### src/rtl/gray_pkg.sv
// Shared Gray-code helpers. Functions work on the widest legal counter; narrower
// values are zero-extended, which leaves the conversions unchanged.
package gray_pkg;

  localparam int unsigned MAX_WIDTH = 32;

  function automatic logic [MAX_WIDTH-1:0] bin2gray(input logic [MAX_WIDTH-1:0] bin);
    return bin ^ (bin >> 1);
  endfunction

  // Prefix XOR from the MSB down; zero upper bits do not disturb the result.
  function automatic logic [MAX_WIDTH-1:0] gray2bin(input logic [MAX_WIDTH-1:0] gray);
    logic [MAX_WIDTH-1:0] bin;
    bin = gray;
    for (int i = MAX_WIDTH - 2; i >= 0; i--) begin
      bin[i] = bin[i+1] ^ gray[i];
    end
    return bin;
  endfunction

endpackage

### src/rtl/gray_codec.sv
// Combinational binary<->Gray converter pair; shared with the FIFO pointer synchronisers.
module gray_codec
  import gray_pkg::*;
#(
  parameter int unsigned WIDTH = 4
) (
  input  logic [WIDTH-1:0] bin_in,
  input  logic [WIDTH-1:0] gray_in,
  output logic [WIDTH-1:0] gray_out,
  output logic [WIDTH-1:0] bin_out
);

  always_comb begin
    gray_out = WIDTH'(bin2gray(MAX_WIDTH'(bin_in)));
    bin_out  = WIDTH'(gray2bin(MAX_WIDTH'(gray_in)));
  end

endmodule

### src/rtl/gray_counter.sv
// Registered up/down counter with binary and Gray outputs, binary/Gray load
// and a one-cycle wrap pulse.
module gray_counter
  import gray_pkg::*;
#(
  parameter int unsigned WIDTH   = 4,
  parameter int unsigned RST_VAL = 0
) (
  input  logic             clk,
  input  logic             rst,
  input  logic             en,
  input  logic             up,
  input  logic             load,
  input  logic             load_is_gray,
  input  logic [WIDTH-1:0] load_val,
  output logic [WIDTH-1:0] bin_out,
  output logic [WIDTH-1:0] gray_out,
  output logic             wrap
);

  localparam logic [WIDTH-1:0] MAX_VAL  = {WIDTH{1'b1}};
  localparam logic [WIDTH-1:0] RST_BIN  = WIDTH'(RST_VAL);
  localparam logic [WIDTH-1:0] RST_GRAY = WIDTH'(bin2gray(MAX_WIDTH'(RST_VAL)));

  logic [WIDTH-1:0] load_bin;
  logic [WIDTH-1:0] bin_next;
  logic [WIDTH-1:0] gray_next;
  logic             wrap_next;
  logic [WIDTH-1:0] unused_load_gray;
  logic [WIDTH-1:0] unused_cur_bin;

  // Load-path conversion: Gray-coded load values become binary.
  gray_codec #(.WIDTH(WIDTH)) u_load_codec (
    .bin_in   (load_val),
    .gray_in  (load_val),
    .gray_out (unused_load_gray),
    .bin_out  (load_bin)
  );

  // Next-state encoding so gray_out is registered alongside bin_out.
  gray_codec #(.WIDTH(WIDTH)) u_next_codec (
    .bin_in   (bin_next),
    .gray_in  (gray_out),
    .gray_out (gray_next),
    .bin_out  (unused_cur_bin)
  );

  // Next-state selection: load beats count; load never reports a wrap.
  always_comb begin
    bin_next  = bin_out;
    wrap_next = 1'b0;
    if (load) begin
      bin_next = load_is_gray ? load_bin : load_val;
    end else if (en) begin
      if (up) begin
        bin_next  = bin_out + WIDTH'(1);
        wrap_next = (bin_out == MAX_VAL);
      end else begin
        bin_next  = bin_out - WIDTH'(1);
        wrap_next = (bin_out == '0);
      end
    end
  end

  always_ff @(posedge clk) begin
    if (rst) begin
      bin_out  <= RST_BIN;
      gray_out <= RST_GRAY;
      wrap     <= 1'b0;
    end else begin
      bin_out  <= bin_next;
      gray_out <= gray_next;
      wrap     <= wrap_next;
    end
  end

endmodule

### config.mk
export PLATFORM = sky130hd
export DESIGN_NAME = gray_counter
export DESIGN_NICKNAME = d
export VERILOG_FILES = /design/src/rtl/gray_pkg.sv /design/src/rtl/gray_codec.sv /design/src/rtl/gray_counter.sv
export SDC_FILE = /design/constraint.sdc
export NUM_CORES = 1
export LEC_CHECK = 0
export BUFFER_PORTS_ARGS = -buffer_cell sky130_fd_sc_hd__buf_2
export CORE_MARGIN = 5
export CORE_UTILIZATION = 40
export CTS_CLUSTER_SIZE = 8
export DETAILED_ROUTE_END_ITERATION = 16
export SYNTH_ARGS = -nofsm -noshare
export SYNTH_HDL_FRONTEND = slang
export SYNTH_HIERARCHICAL = 1
export SYNTH_SLANG_ARGS = --single-unit
### constraint.sdc
create_clock -name clk -period 4.9 [get_ports clk]
set_input_delay 0 -clock clk [delete_from_list [all_inputs] [get_ports clk]]
set_output_delay 0 -clock clk [all_outputs]
set_load 0.02 [all_outputs]
Word level (Yosys, flattened, before mapping)
Cells that the tools add are included.
{"block": "classes", "addsub": 2, "eq_ne": 1, "n_mux": 5, "n_bitwise": 5, "n_reduce_logical": 2}
{"operator": "4-bit two-way mux", "n": 3}
{"operator": "4-bit by 1-bit adder with 4-bit output (second input constant)", "n": 1}
{"operator": "4-bit == test (second input constant)", "n": 1}
{"operator": "4-bit zero test", "n": 1}
{"operator": "4-bit by 1-bit subtractor with 4-bit output (second input constant)", "n": 1}
{"operator": "4-bit by 3-bit XOR with 4-bit output", "n": 1}
{"operator": "3-bit two-way mux", "n": 1}
{"operator": "3-bit OR reduction", "n": 1}
{"operator": "1-bit XOR", "n": 3}
{"operator": "1-bit two-way mux", "n": 1}
{"operator": "1-bit NOT", "n": 1}
{"block": "totals", "ff_bits": 9, "in_bits": 10, "out_inout_bits": 9, "wordCells": 18}

Depth between registers and ports, before layout
{"block": "logic_depth", "ltp_word": 6, "mapped_depth": 7}

Cells and area by module
The synthesis kept the hierarchy.
{"mod": "gray_counter", "instances": 1, "cells_each": 53, "area_each_um2": 521.8, "seq_area_each_um2": 180.2}
{"mod": "gray_codec", "instances": 2, "cells_each": 9, "area_each_um2": 83.8, "seq_area_each_um2": 0.0}

Worst setup path before layout
OpenSTA, ideal clock, no wires.
{"block": "synth_path", "path_kind": "reg-to-reg", "startpoint": "register bin_out[2]", "endpoint": "register gray_out[2]", "setup_ps": 66, "arrival_time_ps": 1833, "t_required_ps": 4834, "path_slack_ps": 3002, "path_stages_with_launch": 7, "synth_period_minus_slack_ps": 1898, "path_cell_list": "dfxtp_1 -> ha_1 -> and3_4 -> or4b_4 -> nand3_1 -> xor2_1 -> nor2b_1"}
{"block": "synth_between", "elab_chain_len": 5, "word_cells_on_any_way": 6, "cone_classes": "2 x add/sub; 3 x mux; 1 x bitwise"}
{"element": "start, declared", "line": "gray_counter.sv:16", "rtl": "output logic [WIDTH-1:0] bin_out,"}
{"element": "start signal, assigned", "line": "gray_counter.sv:71", "rtl": "bin_out <= bin_next;"}
{"element": "4-bit by 1-bit subtractor with 4-bit output or 4-bit by 1-bit adder with 4-bit output (tied branches)", "line": "gray_counter.sv:59, gray_counter.sv:56"}
{"element": "4-bit two-way mux *", "line": "gray_counter.sv:55", "rtl": "if (up) begin"}
{"element": "4-bit two-way mux *", "line": "gray_counter.sv:54", "rtl": "end else if (en) begin"}
{"element": "4-bit two-way mux *", "line": "gray_counter.sv:52", "rtl": "if (load) begin"}
{"element": "named net bin_next[3]", "line": "gray_counter.sv:26", "rtl": "logic [WIDTH-1:0] bin_next;"}
{"element": "4-bit by 3-bit XOR with 4-bit output *", "line": "gray_pkg.sv:8", "rtl": "return bin ^ (bin >> 1);"}
{"element": "named net gray_next[2]", "line": "gray_counter.sv:27", "rtl": "logic [WIDTH-1:0] gray_next;"}
{"element": "end signal, assigned", "line": "gray_counter.sv:72", "rtl": "gray_out <= gray_next;"}
{"element": "end, declared", "line": "gray_counter.sv:17", "rtl": "output logic [WIDTH-1:0] gray_out,"}
The timed path passes the listed nets; every way through them passes the cells marked *.
A chain may end at the register's enable or synchronous reset.

Worst setup path in the final report
Same ends and word-level chain as after synthesis.

==> results.tsv <==
stage	metric	value	unit
timing	finClkSkew	8.17	ps
power	p_leak	0.000345	uW
yosys	synth_nets	75	
timing	hold_violations	0	
worst_setup_path	r2r_setup_slack	3020	ps
clocking	insertion_delay	260	ps
detailed_routing	drt_iter0_markers	2	
detailed_routing	ant_nets	0	
floorplan	die_w	48.9	um
power	powerDensity	311	mW/mm2
floorplan	ios	19	
clocking	path_clk_slew	70	ps
clocking	cts_resized	0	
worst_setup_path	r2r_end	gray_out[2]	
timing	relSlewSlack	79.5	%
grt	grt_pass1_wl	2010	um
run	maxCapViolCount	0	
floorplan	initial_core_util	41.2	%
floorplan	row_count	14	
detailed_routing	first_pass_iters	2	
detailed_routing	wl_per_cell	12.2	um
worst_setup_path	start_kind	flop	
yosys	syn_area_per_cell	9.77	um2
grt	overflow	0	
worst_setup_path	slowest_stage	or4b_4	
timing	final.period_utilization	38.3	%
power	internal_power	148	uW
power	switching_power	73.9	uW
cells_and_area	layout-drive-gt1-share	32.9	%
worst_setup_path	cp_max_fo	5	
timing	finalSetupViolations	0	
clocking	cts_made_buffers	3	
grt	antenna_found_initial	0	
yosys	synth_cells	62	
place	numPortBuffers	18	
worst_hold_path	whs_endpoint	bin_out[0]	
power	seqPwrFrac	40.2	%
worst_setup_path	worstPathRequired	5090	ps
place	gp_congestion	0.778	
worst_setup_path	slowest_delay	530	ps
worst_setup_path	r2r_cells	6	
power	combPwrFrac	34.1	%
yosys	netlist_area	606	um2
clocking	cts_tree	built	
floorplan	design.die.area	0.00239	mm2
worst_hold_path	hp-class	in -> reg	
floorplan	die-height	48.9	um
worst_setup_path	worstSetupPathType	reg -> reg	
clocking	clock_sink_count	9	
detailed_routing	vias_per_cell	5.19	
timing	clock.fmax	533	MHz
cells_and_area	finalNetCount	93	
timing	fin_setup_tns	0	ps
grt	grt_use_total	10.7	%
worst_setup_path	path_buf_inv	0	
power	peakVddDrop	0.0922	mV
worst_setup_path	r2r-start	bin_out[2]	
grt	grt_pass1_vias	461	
clocking	postCtsHoldBufs	0	
yosys	yosysWarningCount	6	
worst_setup_path	critPathArrivalTime	2060	ps
timing	whs	28.9	ps
place	dpl.hpwl	931	um
worst_setup_path	cpLargestDelayFamily	simple AND/OR/NAND/NOR gates	
power	pwr-share-clk	25.7	%
worst_hold_path	hp-start	rst	
detailed_routing	route.detailed.drc	0	
grt	grt_max_degree	12	
timing	period_needed	1880	ps
clocking	cts_buffer_depth	2	
power	p_sw_share	33.3	%
detailed_routing	vias	493	
worst_setup_path	worstSetupEndpointType	flop	
worst_setup_path	crit_chain	ha_1, and3_4, or4b_4, nand3_1, xor2_1, nor2b_1	
run_status	status	completed	
worst_hold_path	holdPathStages	2	
timing	finalMaxSlewViolations	0	
clocking	post_cts_buffers	0	
clocking	cts_root_buf	clkbuf_4	
detailed_routing	drt_wl_total	1160	um
timing	worstMarginPinSlew	305	ps
cells_and_area	n_antenna_cell	0	
timing	grt_setup_unrepaired	false	
floorplan	coreArea	0.00147	mm2
cells_and_area	syn_to_final_growth	17.6	%
clocking	h-tree-depth	1	
-- registers in the layout, summed over array words and instances, names as in the netlist --
| name | cells |
|---|---|
| wrap | 1 |
| gray_out | 4 |
| bin_out | 4 |
-- worst max-delay path by stage --
stage | from | end | cells after the start
CTS | bin_out[2] | gray_out[2] | 6
finish | bin_out[2] | gray_out[2] | 6
floorplan | bin_out[2] | gray_out[2] | 6
global placement | bin_out[2] | gray_out[2] | 6
global route | bin_out[2] | gray_out[2] | 6
detailed placement | bin_out[2] | gray_out[2] | 6
-- stage by stage --
stage / util (%) / setup slack [ps] / cells / area [um2] / total power [uW]
2_1_floorplan: - / 3000 / 62 / 606 / 148
3_3_place_gp: 46.6 / 3080 / 91 / 686 / 166
3_5_place_dp: 46.6 / 3030 / 91 / 686 / 167
4_1_cts: 48.4 / 3010 / 95 / 712 / 225
5_1_grt: 48.4 / 2900 / 95 / 712 / 239
6_report: 48.4 / 3020 / 95 / 712 / 222
-- layout by cell type (no fill, tap or decap), drive strengths merged --
master   n
mux2i    4
a21o     1
clkbuf   4
and3     2
or4      1
nand4    1
inv      2
a21oi    3
fa       1
xnor2    2
dfxtp    9
or4b     1
nor2     3
nand3    1
o21ba    1
o211ai   1
buf     18
ha       2
a22oi    1
nor2b    6
a31oi    1
mux2     1
xor2     8
a211oi   5
-- power groups by stage --
stage | sequential (uW) | combinational, uW | clock [uW]
floorplan | 102 | 46.0 | 0
global placement | 90.4 | 75.3 | 0
detailed placement | 91.0 | 75.6 | 0
CTS | 89.4 | 76.4 | 59.3
global route | 90.8 | 83.3 | 65.2
finish | 89.1 | 75.6 | 57.1
-- per-layer routing --
layer	GRT usage, %	routed length (um)	share of wire (%)	up-vias
li1	-	-	-	252
met1	12.1	531	46	226
met2	17.2	551	48	13
met3	3.67	60	5.2	2
met4	6.73	16	1.4	0
met5	0	0	0	-
-- final cells by class --
type / instances / area [um2]
timing repair buffer: 18 / 90.1
sequential: 9 / 180
clock buffer: 4 / 26.3
multi-input combinational: 46 / 388
tap: 16 / 20.0
fill: 153 / 759
inverter: 2 / 7.51
(Power assumes the default switching activity.)
